**config.mk**
```make
export PLATFORM = sky130hd
export DESIGN_NAME = branch_fwd_unit_nlane
export DESIGN_NICKNAME = d
export VERILOG_FILES = /design/src/rtl/branch_fwd_pkg.sv /design/src/rtl/branch_fwd_match.sv /design/src/rtl/branch_fwd_unit_nlane.sv
export SDC_FILE = /design/constraint.sdc
export NUM_CORES = 1
export LEC_CHECK = 0
export CAP_MARGIN = 20
export CORE_ASPECT_RATIO = 0.5
export CORE_MARGIN = 2
export CORE_UTILIZATION = 41
export CTS_CLUSTER_SIZE = 25
export DETAILED_ROUTE_END_ITERATION = 7
export HOLD_SLACK_MARGIN = 0.05
export PLACE_DENSITY = 0.68
export SLEW_MARGIN = 20
export SYNTH_ARGS = -nofsm -noshare
export SYNTH_HDL_FRONTEND = slang
export SYNTH_HIERARCHICAL = 1
export SYNTH_SLANG_ARGS = --single-unit
```
**constraint.sdc**
```tcl
create_clock -name clk -period 4.7 [get_ports clk]
set_input_delay 0.94 -clock clk [delete_from_list [all_inputs] [get_ports clk]]
set_output_delay 0.94 -clock clk [all_outputs]
set_load 0.005 [all_outputs]
```
**src/rtl/branch_fwd_pkg.sv**
```systemverilog
// Shared types and limits for the N-lane MEM-stage branch operand forwarding unit.
package branch_fwd_pkg;

  localparam int LANES_MAX  = 4;
  localparam int HIST_MAX   = 4;
  localparam int LANE_IDX_W = $clog2(LANES_MAX);

  typedef enum logic {IDLE, HOLD} fsm_state_e;

  typedef enum logic [2:0] {
    SRC_RF,
    SRC_LATCH,
    SRC_MEM,
    SRC_WB,
    SRC_HIST
  } src_sel_e;

endpackage

```
**src/rtl/branch_fwd_match.sv**
```systemverilog
// Priority matcher for one branch source operand: hold latch, older MEM lanes,
// WB lanes, then retired-writeback history. Reports a load-use hazard instead of forwarding.
module branch_fwd_match
  import branch_fwd_pkg::*;
#(
  parameter int LANES  = 2,
  parameter int DATA_W = 32,
  parameter int REG_W  = 5,
  parameter int HD     = 2,
  parameter int LANE   = 0
) (
  input  logic [REG_W-1:0]                      src,
  input  logic                                  latch_on,
  input  logic [DATA_W-1:0]                     latch_data,
  input  logic [LANES-1:0]                      mem_wr,
  input  logic [LANES-1:0]                      mem_load,
  input  logic [LANES-1:0][REG_W-1:0]           mem_dest,
  input  logic [LANES-1:0][DATA_W-1:0]          mem_alu,
  input  logic [LANES-1:0][DATA_W-1:0]          mem_rdata,
  input  logic [LANES-1:0]                      wb_wr,
  input  logic [LANES-1:0][REG_W-1:0]           wb_dest,
  input  logic [LANES-1:0][DATA_W-1:0]          wb_data,
  input  logic [HD-1:0][LANES-1:0]              hist_wr,
  input  logic [HD-1:0][LANES-1:0][REG_W-1:0]   hist_dest,
  input  logic [HD-1:0][LANES-1:0][DATA_W-1:0]  hist_data,
  output src_sel_e                              sel,
  output logic [DATA_W-1:0]                     data,
  output logic                                  hazard,
  output logic [DATA_W-1:0]                     hazard_data
);

  logic              src_nz;
  logic              mem_hit, mem_ld, wb_hit, h_hit;
  logic [DATA_W-1:0] mem_d, mem_rd, wb_d, h_d;

  assign src_nz = (src != '0);

  // Ascending scans so the last hit (youngest producer) is what remains.
  always_comb begin
    mem_hit = 1'b0;
    mem_ld  = 1'b0;
    mem_d   = '0;
    mem_rd  = '0;
    for (int j = 0; j < LANES; j++) begin
      if (j < LANE && mem_wr[j] && mem_dest[j] == src) begin
        mem_hit = 1'b1;
        mem_ld  = mem_load[j];
        mem_d   = mem_alu[j];
        mem_rd  = mem_rdata[j];
      end
    end
    wb_hit = 1'b0;
    wb_d   = '0;
    for (int j = 0; j < LANES; j++) begin
      if (wb_wr[j] && wb_dest[j] == src) begin
        wb_hit = 1'b1;
        wb_d   = wb_data[j];
      end
    end
    h_hit = 1'b0;
    h_d   = '0;
    for (int p = HD - 1; p >= 0; p--) begin
      for (int l = 0; l < LANES; l++) begin
        if (hist_wr[p][l] && hist_dest[p][l] == src) begin
          h_hit = 1'b1;
          h_d   = hist_data[p][l];
        end
      end
    end
  end

  always_comb begin
    sel         = SRC_RF;
    data        = '0;
    hazard      = 1'b0;
    hazard_data = '0;
    if (latch_on) begin
      sel  = SRC_LATCH;
      data = latch_data;
    end else if (src_nz && mem_hit) begin
      if (mem_ld) begin
        hazard      = 1'b1;
        hazard_data = mem_rd;
      end else begin
        sel  = SRC_MEM;
        data = mem_d;
      end
    end else if (src_nz && wb_hit) begin
      sel  = SRC_WB;
      data = wb_d;
    end else if (src_nz && h_hit) begin
      sel  = SRC_HIST;
      data = h_d;
    end
  end

endmodule

```
**src/rtl/branch_fwd_unit_nlane.sv**
```systemverilog
// N-lane MEM-stage branch operand forwarding with one-cycle load-use stall and capture latch.
// Define BRANCH_FWD_HIST_EN to add the retired-writeback history buffer as the lowest-priority source.
module branch_fwd_unit_nlane
  import branch_fwd_pkg::*;
#(
  parameter int LANES      = 2,
  parameter int DATA_W     = 32,
  parameter int REG_W      = 5,
  parameter int HIST_DEPTH = 2
) (
  input  logic                      clk,
  input  logic                      rst_n,
  input  logic                      flush_i,
  input  logic [LANES-1:0]          mem_valid_i,
  input  logic [LANES-1:0]          mem_branch_i,
  input  logic [LANES-1:0]          mem_regwr_i,
  input  logic [LANES-1:0]          mem_load_i,
  input  logic [LANES*REG_W-1:0]    mem_dest_i,
  input  logic [LANES*DATA_W-1:0]   mem_alu_i,
  input  logic [LANES*DATA_W-1:0]   mem_rdata_i,
  input  logic [LANES*REG_W-1:0]    mem_rs_i,
  input  logic [LANES*REG_W-1:0]    mem_rt_i,
  input  logic [LANES-1:0]          wb_valid_i,
  input  logic [LANES-1:0]          wb_regwr_i,
  input  logic [LANES*REG_W-1:0]    wb_dest_i,
  input  logic [LANES*DATA_W-1:0]   wb_data_i,
  output logic [LANES-1:0]          fwd_a_en_o,
  output logic [LANES-1:0]          fwd_b_en_o,
  output logic [LANES*DATA_W-1:0]   fwd_a_data_o,
  output logic [LANES*DATA_W-1:0]   fwd_b_data_o,
  output logic                      stall_o
);

  localparam int HD = (HIST_DEPTH > HIST_MAX) ? HIST_MAX : ((HIST_DEPTH < 1) ? 1 : HIST_DEPTH);

  logic [LANES-1:0][REG_W-1:0]  mem_dest, mem_rs, mem_rt, wb_dest;
  logic [LANES-1:0][DATA_W-1:0] mem_alu, mem_rdata, wb_data, fwd_a_data, fwd_b_data;
  logic [LANES-1:0]             br, mem_wr, wb_wr, haz_a, haz_b;
  logic [LANES-1:0][DATA_W-1:0] hzd_a, hzd_b;

  logic [HD-1:0][LANES-1:0]              hist_wr_reg;
  logic [HD-1:0][LANES-1:0][REG_W-1:0]   hist_dest_reg;
  logic [HD-1:0][LANES-1:0][DATA_W-1:0]  hist_data_reg;

  fsm_state_e              state_reg;
  logic [LANE_IDX_W-1:0]   hold_lane_reg, cap_lane;
  logic                    arm_a_reg, arm_b_reg, latch_ok;
  logic [DATA_W-1:0]       hold_a_reg, hold_b_reg, cap_da, cap_db;
  logic                    hz_any, cap_a, cap_b;

  assign mem_dest     = mem_dest_i;
  assign mem_rs       = mem_rs_i;
  assign mem_rt       = mem_rt_i;
  assign wb_dest      = wb_dest_i;
  assign mem_alu      = mem_alu_i;
  assign mem_rdata    = mem_rdata_i;
  assign wb_data      = wb_data_i;
  assign fwd_a_data_o = fwd_a_data;
  assign fwd_b_data_o = fwd_b_data;

  assign br     = mem_valid_i & mem_branch_i;
  assign mem_wr = mem_valid_i & mem_regwr_i;
  assign wb_wr  = wb_valid_i & wb_regwr_i;

  // A flush or reset in HOLD kills the latched operands in the same cycle.
  assign latch_ok = rst_n && !flush_i && (state_reg == HOLD);

  genvar gi;
  generate
    for (gi = 0; gi < LANES; gi++) begin : g_lane
      src_sel_e          sel_a, sel_b;
      logic              hz_a, hz_b, lon_a, lon_b, en_a, en_b;
      logic [DATA_W-1:0] d_a, d_b;

      assign lon_a = latch_ok && arm_a_reg && (hold_lane_reg == LANE_IDX_W'(gi));
      assign lon_b = latch_ok && arm_b_reg && (hold_lane_reg == LANE_IDX_W'(gi));

      branch_fwd_match #(
        .LANES(LANES), .DATA_W(DATA_W), .REG_W(REG_W), .HD(HD), .LANE(gi)
      ) u_match_a (
        .src(mem_rs[gi]), .latch_on(lon_a), .latch_data(hold_a_reg),
        .mem_wr(mem_wr), .mem_load(mem_load_i), .mem_dest(mem_dest),
        .mem_alu(mem_alu), .mem_rdata(mem_rdata),
        .wb_wr(wb_wr), .wb_dest(wb_dest), .wb_data(wb_data),
        .hist_wr(hist_wr_reg), .hist_dest(hist_dest_reg), .hist_data(hist_data_reg),
        .sel(sel_a), .data(d_a), .hazard(hz_a), .hazard_data(hzd_a[gi])
      );

      branch_fwd_match #(
        .LANES(LANES), .DATA_W(DATA_W), .REG_W(REG_W), .HD(HD), .LANE(gi)
      ) u_match_b (
        .src(mem_rt[gi]), .latch_on(lon_b), .latch_data(hold_b_reg),
        .mem_wr(mem_wr), .mem_load(mem_load_i), .mem_dest(mem_dest),
        .mem_alu(mem_alu), .mem_rdata(mem_rdata),
        .wb_wr(wb_wr), .wb_dest(wb_dest), .wb_data(wb_data),
        .hist_wr(hist_wr_reg), .hist_dest(hist_dest_reg), .hist_data(hist_data_reg),
        .sel(sel_b), .data(d_b), .hazard(hz_b), .hazard_data(hzd_b[gi])
      );

      assign en_a           = br[gi] && (sel_a != SRC_RF);
      assign en_b           = br[gi] && (sel_b != SRC_RF);
      assign fwd_a_en_o[gi] = en_a;
      assign fwd_b_en_o[gi] = en_b;
      assign fwd_a_data[gi] = en_a ? d_a : '0;
      assign fwd_b_data[gi] = en_b ? d_b : '0;
      assign haz_a[gi]      = br[gi] && hz_a;
      assign haz_b[gi]      = br[gi] && hz_b;
    end
  endgenerate

  // Only the oldest hazard lane gets the latch; younger branches die on its resolution.
  always_comb begin
    hz_any   = 1'b0;
    cap_lane = '0;
    cap_a    = 1'b0;
    cap_b    = 1'b0;
    cap_da   = '0;
    cap_db   = '0;
    for (int i = LANES - 1; i >= 0; i--) begin
      if (haz_a[i] || haz_b[i]) begin
        hz_any   = 1'b1;
        cap_lane = LANE_IDX_W'(i);
        cap_a    = haz_a[i];
        cap_b    = haz_b[i];
        cap_da   = haz_a[i] ? hzd_a[i] : '0;
        cap_db   = haz_b[i] ? hzd_b[i] : '0;
      end
    end
  end

  assign stall_o = rst_n && !flush_i && (state_reg == IDLE) && hz_any;

  always_ff @(posedge clk) begin
    if (!rst_n) begin
      state_reg     <= IDLE;
      hold_lane_reg <= '0;
      arm_a_reg     <= 1'b0;
      arm_b_reg     <= 1'b0;
      hold_a_reg    <= '0;
      hold_b_reg    <= '0;
    end else if (flush_i) begin
      state_reg  <= IDLE;
      arm_a_reg  <= 1'b0;
      arm_b_reg  <= 1'b0;
      hold_a_reg <= '0;
      hold_b_reg <= '0;
    end else begin
      case (state_reg)
        IDLE: begin
          if (hz_any) begin
            state_reg     <= HOLD;
            hold_lane_reg <= cap_lane;
            arm_a_reg     <= cap_a;
            arm_b_reg     <= cap_b;
            hold_a_reg    <= cap_da;
            hold_b_reg    <= cap_db;
          end
        end
        HOLD: begin
          state_reg <= IDLE;
          arm_a_reg <= 1'b0;
          arm_b_reg <= 1'b0;
        end
        default: state_reg <= IDLE;
      endcase
    end
  end

`ifdef BRANCH_FWD_HIST_EN
  // Packet 0 is the youngest; idle WB cycles leave the history untouched.
  always_ff @(posedge clk) begin
    if (!rst_n) begin
      hist_wr_reg   <= '0;
      hist_dest_reg <= '0;
      hist_data_reg <= '0;
    end else if (|wb_valid_i) begin
      for (int p = HD - 1; p > 0; p--) begin
        hist_wr_reg[p]   <= hist_wr_reg[p-1];
        hist_dest_reg[p] <= hist_dest_reg[p-1];
        hist_data_reg[p] <= hist_data_reg[p-1];
      end
      hist_wr_reg[0]   <= wb_wr;
      hist_dest_reg[0] <= wb_dest;
      hist_data_reg[0] <= wb_data;
    end
  end
`else
  assign hist_wr_reg   = '0;
  assign hist_dest_reg = '0;
  assign hist_data_reg = '0;
`endif

endmodule

```
# [After elaboration in Yosys (flattened, before gate mapping)]
# Cells that the tools add are included.
[totals] regBits=69 inputBits=247 output_inout_bits=133 elab_cells=148
[op_classes] eq_ne=12 muxes=78 bitwise=6 reduce_logical=46
[op_table] op="$mux 32" n=38
[op_table] op="$eq 5x5->1" n=10
[op_table] op="$logic_and 1x1->1" n=32
[op_table] op="$mux 1" n=25
[op_table] op="$reduce_bool 5->1" n=4
[op_table] op="$mux 3" n=6
[op_table] op="$mux 2" n=6
[op_table] op="$reduce_bool 3->1" n=4
[op_table] op="$pmux 1 s2" n=3
[op_table] op="$and 2x2->2" n=2
[op_table] op="$not 1->1" n=3
[op_table] op="$reduce_and 3->1" n=1
[op_table] op="$eq 2x1->1 const B" n=1
[op_table] op="$logic_not 2->1" n=1
[op_table] op="$ne 2x2->1 const B" n=1
[op_table] op="$reduce_and 2->1" n=1
[op_table] op="$reduce_or 2->1" n=1
[op_table] op="$and 1x1->1" n=1
[op_table] op="$logic_not 1->1" n=1
[op_table] op="$logic_or 1x1->1" n=1

# [Logic depth before layout (Yosys ltp)]
# Gate-level depths: netlist (run 1).
[logic_depth] depth_word=11 mapped_depth=12 mapped_depth_nobuf=9

# [Modules after synthesis]
# Netlist (run 1), hierarchy kept.
[by_module_without_submodules] module="branch_fwd_match at g_lane[1].u_match_a ..." instances=2 cells_per_inst=556 area_each_um2=3410.8 seq_area_each_um2=0.0
[by_module_without_submodules] module="branch_fwd_match at g_lane[0].u_match_a ..." instances=2 cells_per_inst=331 area_each_um2=2526.2 seq_area_each_um2=0.0
[by_module_without_submodules] module="branch_fwd_unit_nlane" instances=1 cells_per_inst=480 area_each_um2=4235.3 seq_area_each_um2=1361.3

# [Least setup slack after synthesis (run 1)]
# OpenSTA, ideal clock, no wires.
[synth_timing] path_kind="in2out" start="input port mem_rt_i[9]" end="output port stall_o" arrival_time_ps=3014 path_slack_ps=746 cell_stages=11 path_buffers=4 path_cell_list="buf_4 xor2_1 nor4_2 nand3b_4 nor3b_2 buf_2 o211a_1 o21ai_2 buf_6 buf_4 nor2_1"
[synth_between] elab_chain_len=10 word_cells_on_any_way=13
[synth_lines] element="start, declared" line_no="branch_fwd_unit_nlane.sv:22" text="input logic [LANES*REG_W-1:0] mem_rt_i,"
[synth_lines] element="$eq 5x5->1" line_no="branch_fwd_match.sv:45" text="if (j < LANE && mem_wr[j] && mem_dest[j] == src) begin"
[synth_lines] element="$logic_and 1x1->1" line_no="branch_fwd_match.sv:45"
[synth_lines] element="$mux 1" line_no="branch_fwd_match.sv:45"
[synth_lines] element="$mux 1 / $logic_and 1x1->1 (equally long branches)" line_no="branch_fwd_match.sv:81, branch_fwd_match.sv:80"
[synth_lines] element="$mux 1 (*)" line_no="branch_fwd_match.sv:80" text="end else if (src_nz && mem_hit) begin"
[synth_lines] element="$mux 1 (*)" line_no="branch_fwd_match.sv:77" text="if (latch_on) begin"
[synth_lines] element="named net g_lane[1].hz_b" line_no="branch_fwd_unit_nlane.sv:72" text="logic hz_a, hz_b, lon_a, lon_b, en_a, en_b;"
[synth_lines] element="$logic_and 1x1->1 (*)" line_no="branch_fwd_unit_nlane.sv:107" text="assign haz_b[gi] = br[gi] && hz_b;"
[synth_lines] element="$logic_or 1x1->1 (*)" line_no="branch_fwd_unit_nlane.sv:120" text="if (haz_a[i] || haz_b[i]) begin"
[synth_lines] element="$mux 1 (*)" line_no="branch_fwd_unit_nlane.sv:120"
[synth_lines] element="$logic_and 1x1->1 (*)" line_no="branch_fwd_unit_nlane.sv:131" text="assign stall_o = rst_n && !flush_i && (state_reg == IDLE) && hz_any;"
[synth_lines] element="end, declared" line_no="branch_fwd_unit_nlane.sv:31" text="output logic stall_o"
# Mark *: on every way through the listed nets, which the timed path passes. The rest lies on a longest branch.

# [Worst setup path after layout (run 1)]
[layout_timing] start="input port mem_rs_i[8]" end="output port fwd_a_data_o[43]"
[layout_between] word_cells_on_any_way=27
[layout_lines] element="start, declared" line_no="branch_fwd_unit_nlane.sv:21" text="input logic [LANES*REG_W-1:0] mem_rs_i,"
[layout_lines] element="$eq 5x5->1" line_no="branch_fwd_match.sv:55" text="if (wb_wr[j] && wb_dest[j] == src) begin"
[layout_lines] element="$logic_and 1x1->1" line_no="branch_fwd_match.sv:55"
[layout_lines] element="$mux 1 (2 in series)" line_no="branch_fwd_match.sv:55"
[layout_lines] element="$logic_and 1x1->1" line_no="branch_fwd_match.sv:88" text="end else if (src_nz && wb_hit) begin"
[layout_lines] element="$mux 32" line_no="branch_fwd_match.sv:88"
[layout_lines] element="$mux 32 (*)" line_no="branch_fwd_match.sv:80"
[layout_lines] element="$mux 32 (*)" line_no="branch_fwd_match.sv:77"
[layout_lines] element="named net g_lane[1].d_a[11]" line_no="branch_fwd_unit_nlane.sv:73" text="logic [DATA_W-1:0] d_a, d_b;"
[layout_lines] element="$mux 32 (*)" line_no="branch_fwd_unit_nlane.sv:104" text="assign fwd_a_data[gi] = en_a ? d_a : '0;"
[layout_lines] element="end, declared" line_no="branch_fwd_unit_nlane.sv:29" text="output logic [LANES*DATA_W-1:0] fwd_a_data_o,"
# Marked as above.

==> results of run 1 <==
timing repair:
action	4_1_cts	5_1_grt
pin swaps	20	39
gates resized for setup	125	107
setup buffers	14	9
setup endpoints to repair	132	110
cloned	3	4
report_power, final:
group          switching, W  internal, W  total (W)
registers         0.0000309     0.000586   0.000617
logic              0.000722     0.000452    0.00117
clock network      0.000247     0.000371   0.000618
routing by layer:
metal,wire (µm),GRT usage (%),up-vias,part of all wire [%]
met1,38800,58.2,10031,43
met5,0,0,-,0
met4,1690,6.79,0,1.9
li1,-,-,9658,-
met2,34600,55.6,1191,39
met3,14200,19.8,116,16
per-stage QoR:
| step | setup TNS (ps) | util, % | hold WS [ps] | instances |
|---|---|---|---|---|
| 3_3_place_gp | -23970 | 57.5 | 462 | 3650 |
| 4_1_cts | -607 | 59.3 | 477 | 3682 |
| 3_5_place_dp | -27230 | 57.5 | 470 | 3650 |
| 2_1_floorplan | 0 | - | 448 | 2936 |
| 5_1_grt | -449 | 60.6 | 507 | 3696 |
| 6_report | -9.88 | 60.6 | 486 | 3697 |
cell usage in the layout (no fill, tap or decap), drive strengths merged, types with 32 or more instances in the layout:
cell,count
clkdlybuf4s50,219
dlygate4sd2,53
o22a,64
conb,686
dfxtp,68
a22oi,66
inv,68
mux2i,32
and2,203
o2111ai,66
o211ai,62
buf,239
o21ai,159
nor2,160
a31oi,66
o221ai,60
nand3,80
nand2,147
xnor2,52
nor3,72
a21oi,62
a2bb2oi,93
o311ai,60
dlymetal6s2s,34
a221oi,92
xor2,76
worst min-delay path by stage:
| stage | start | to | slack (ps) | depth (start not counted) |
|---|---|---|---|---|
| 2_1_floorplan | arm_a_reg$_SDFFE_PP0P_ | arm_a_reg$_SDFFE_PP0P_ | 450 | 2 |
| 3_3_place_gp | arm_a_reg$_SDFFE_PP0P_ | arm_a_reg$_SDFFE_PP0P_ | 460 | 2 |
| 3_5_place_dp | arm_a_reg$_SDFFE_PP0P_ | arm_a_reg$_SDFFE_PP0P_ | 470 | 2 |
| 4_1_cts | arm_a_reg$_SDFFE_PP0P_ | arm_a_reg$_SDFFE_PP0P_ | 480 | 2 |
| 5_1_grt | arm_a_reg$_SDFFE_PP0P_ | arm_a_reg$_SDFFE_PP0P_ | 510 | 2 |
| 6_report | arm_a_reg$_SDFFE_PP0P_ | arm_a_reg$_SDFFE_PP0P_ | 490 | 2 |
critical path: stages:
cell and delay [ps]:
clkdlybuf4s50_1 410, buf_6 150, xor2_1 170, nor4_2 240, buf_4 170, nand3_4 140, buf_12 230, buf_4 150
o21ai_1 140, a21oi_2 80, o311ai_4 250, and2_1 160, clkdlybuf4s50_1 510
layout make-up:
| type | count | area, µm² | area share, % |
|---|---|---|---|
| inverters | 68 | 255 | 1.09 |
| repair buffers | 552 | 5330 | 22.7 |
| well taps | 530 | 663 | 2.82 |
| clock inverters | 2 | 10.0 | 0.0426 |
| flip-flops and latches | 68 | 1360 | 5.79 |
| multi-input cells | 2459 | 15600 | 66.4 |
| clock buffers | 14 | 254 | 1.08 |
| diodes | 4 | 10.0 | 0.0426 |
==> flow_summary_export.csv, run 1 <==
group,metric,value,unit
run_status,outcome,"finished with violations",
run_status,failed_checks,"max-slew violations, negative setup slack",
critical_path,cp-startpoint,"mem_rs_i[8]",
placed_design,port_buffers,308,
critical_path,reg2reg_slack,1880,ps
detailed_routing,vias_per_cell,5.68,
global_routing,antenna_found_initial,3,
critical_path,r2r-end,"hold_b_reg[5]$_SDFFE_PP0P_",
timing,finalCritPeriodShare,100,%
yosys,ys_warn_count,6,
timing,fin_ws,-4.08,ps
critical_path,worstPathRequired,3760,ps
placed_design,gp_congestion,1.06,
detailed_routing,wire_per_inst,24.2,µm
detailed_routing,dr.first_iter.drc_count,3195,
hold_path,hold_path.class,"flop to flop",
power,ir_worst_vdd,254,µV
floorplan,io_pins,380,
detailed_routing,drtAntennaViolNets,0,
yosys,syn_avg_cell_area,7.15,µm²
floorplan,core-area,0.0388,mm²
clock_tree,cts.path.max_buffers,2,
clock_tree,h-tree-depth,3,
power,power.total,0.00241,W
job,max_cap_violations,0,
power,leakage,10.3,nW
layout,final_cell_area,0.0235,mm²
clock_tree,cts_buffers,9,
layout,num-fill-cells,3733,
placed_design,dp_hpwl,67800,µm
floorplan,fp.dieW,284,µm
timing,finalMaxSlewViolations,272,
clock_tree,cts-root-buf,"clkbuf_16",
critical_path,critPathKind,"primary input to primary output",
layout,nNetsFinal,3405,
critical_path,r2r_start,"state_reg$_SDFF_PP0_",
detailed_routing,drcViolationCount,0,
critical_path,critPathCaptureType,"primary output",
clock_tree,ctsHoldBuffers,0,
timing,skew,5.50,ps
timing,tightest_slew,2300,ps
global_routing,gr-usage-all-layers,41.1,%
timing,setup_viol,3,
clock_tree,clock_sinks,68,
global_routing,grt_max_degree,66,
detailed_routing,firstDrtPassIters,7,
layout,layout-drive-gt1-share,14.9,%
placed_design,dp_slack,-377,ps
clock_tree,clk_latency,330,ps
timing,period_needed,4700,ps
floorplan,initial_core_util,41.5,%
clock_tree,cts_tree,"built",
clock_tree,path_clk_slew,50,ps
critical_path,endpoint,"fwd_a_data_o[43]",
detailed_routing,wirelength,89300,µm
global_routing,grt_pass1_wl,124000,µm
timing,rsz0062_at_grt,"yes",
global_routing,grt_pass1_vias,18593,
critical_path,worstPathArrival,3760,ps
timing,slew_headroom,-53.1,%
yosys,syn_area,0.0161,mm²
floorplan,rows,51,
timing,hold_violations,0,
critical_path,crit_fanout,7,
layout,layout-area-overhead-vs-synth,45.9,%
yosys,syn-instance-count,2253,
floorplan,die_h,144,µm
detailed_routing,vias,20996,
timing,timing.fmax,213,MHz
critical_path,reg2reg_depth,10,
global_routing,overflow,0,
critical_path,startpoint_type,"primary input",
power,power.density,103,mW/mm²
placed_design,placed_area,0.0223,mm²
floorplan,die_area,0.0410,mm²
No activity file was read; power rests on OpenSTA's default activity.
==> run 2, diff against run 1 <==
--- a/config.mk
+++ b/config.mk
@@ -11,7 +11,6 @@
 export CORE_UTILIZATION = 41
 export CTS_CLUSTER_SIZE = 25
 export DETAILED_ROUTE_END_ITERATION = 7
-export HOLD_SLACK_MARGIN = 0.05
 export PLACE_DENSITY = 0.68
 export SLEW_MARGIN = 20
 export SYNTH_ARGS = -nofsm -noshare
==> constraint.sdc (replaced) <==
create_clock -name clk -period 4.7 [get_ports clk]
set_input_delay 0.47 -clock clk [delete_from_list [all_inputs] [get_ports clk]]
set_output_delay 0.47 -clock clk [all_outputs]
set_load 0.005 [all_outputs]
==> flow_summary_export.csv, run 2 (synthesized netlist as in run 1, its figures left out) <==
group,metric,value,unit
run_status,outcome,"finished with violations",
run_status,failed_checks,"max-slew violations",
layout,fin_cells,3513,
timing,period_needed,4500,ps
critical_path,critPathCaptureType,"primary output",
placed_design,dp_hpwl,63700,µm
clock_tree,cts-root-buf,"clkbuf_16",
timing,skew,4.27,ps
power,power.density,107,mW/mm²
floorplan,fp.dieW,284,µm
timing,rsz0062_at_grt,"no",
placed_design,port_buffers,308,
layout,layout-drive-gt1-share,6.92,%
timing,finalCritPeriodShare,95.7,%
floorplan,die_area,0.0410,mm²
global_routing,grt_max_degree,66,
timing,slew_headroom,-57.5,%
detailed_routing,drcViolationCount,0,
detailed_routing,dr.first_iter.drc_count,2710,
placed_design,placed_area,0.0209,mm²
floorplan,initial_core_util,41.5,%
placed_design,dp_slack,287,ps
hold_path,min-delay-start,"arm_a_reg$_SDFFE_PP0P_",
timing,finalMaxSlewViolations,305,
power,leakage,8.29,nW
clock_tree,path_clk_slew,50,ps
timing,timing.fmax,222,MHz
floorplan,io_pins,380,
clock_tree,ctsResizeCount,0,
clock_tree,cts_tree,"built",
layout,num-fill-cells,3853,
floorplan,core-area,0.0388,mm²
floorplan,die_h,144,µm
global_routing,gr-usage-all-layers,39.0,%
detailed_routing,firstDrtPassIters,6,
clock_tree,clock_sinks,68,
critical_path,cp-startpoint,"wb_dest_i[9]",
clock_tree,clk_latency,330,ps
timing,tightest_slew,2360,ps
timing,setup_viol,0,
critical_path,crit_fanout,20,
placed_design,gp_congestion,1.07,
layout,nNetsFinal,3222,
layout,layout-area-overhead-vs-synth,31.7,%
floorplan,rows,51,
detailed_routing,vias_per_cell,5.67,
timing,hold_violations,0,
layout,multi_input_area,0.0151,mm²
critical_path,critPathKind,"primary input to primary output",
clock_tree,ctsHoldBuffers,0,
clock_tree,cts_buffers,9,
layout,layout_commonest_cell,"conb_1",
clock_tree,cts.path.max_buffers,2,
timing,holdWs,484,ps
timing,fin_ws,201,ps
global_routing,grt_pass1_wl,118000,µm
critical_path,r2r_start,"state_reg$_SDFF_PP0_",
layout,ff_latch_area,0.00136,mm²
job,max_cap_violations,0,
power,ir_worst_vdd,266,µV
global_routing,overflow,0,
global_routing,grt_pass1_vias,17616,
critical_path,startpoint_type,"primary input",
detailed_routing,wire_per_inst,23.9,µm
critical_path,worstPathArrival,4030,ps
clock_tree,post_cts_buffers,0,
critical_path,worstPathRequired,4230,ps
placed_design,place_inst,3494,
layout,final_cell_area,0.0212,mm²
detailed_routing,drtAntennaViolNets,0,
timing,fin_setup_tns,0,ps
global_routing,antenna_found_initial,7,
clock_tree,h-tree-depth,3,
detailed_routing,vias,19904,
layout,final_cell_mix,"conb_1, clkdlybuf4s50_1, and2_1",
hold_path,hold_path.class,"flop to flop",
detailed_routing,wirelength,83900,µm
## run 2: critical path, cell delays in order
cell             delay, ps
clkdlybuf4s50_1        620
xor2_1                 250
nor4_2                 440
a32o_1                 490
o21bai_2               330
inv_1                  150
nor3_1                  60
nor2_1                 140
buf_4                  230
and2_1                 270
clkdlybuf4s50_1        550
## run 2: worst paths after layout
kind	to	slack, ps	depth (start not counted)
setup / recovery	fwd_b_data_o[44]	200	11
hold / removal	arm_a_reg$_SDFFE_PP0P_	480	2
setup reg to reg	hold_a_reg[25]$_SDFFE_PP0P_	1650	9
hold reg to reg	arm_a_reg$_SDFFE_PP0P_	480	2
## run 2: per-layer routing
layer / routed length [µm] / vias to the layer above / track usage, %
li1: - / 9292 / -
met1: 37700 / 9536 / 56.4
met2: 32500 / 999 / 52.6
met3: 12400 / 77 / 17.3
met4: 1330 / 0 / 6.04
met5: 0 / - / 0
## run 2: final cells by class
class	instances	area share, %
flip-flops and latches	68	6.42
diodes	5	0.0590
clock buffers	12	1.16
inverters	68	1.20
well taps	530	3.13
clock inverters	2	0.0590
repair buffers	369	16.9
multi-input cells	2459	71.1
## run 2: power breakdown
group	internal (W)	switching (W)
combinational	0.000374	0.000672
clock	0.000365	0.000246
sequential	0.000586	0.0000302
## run 2: through the flow
step                total power [W]  util, %
finish                      0.00227     54.7
global route                0.00237     54.6
CTS                         0.00216     54.6
detailed placement          0.00155     54.0
global placement            0.00155     54.0
floorplan                   0.00127        -
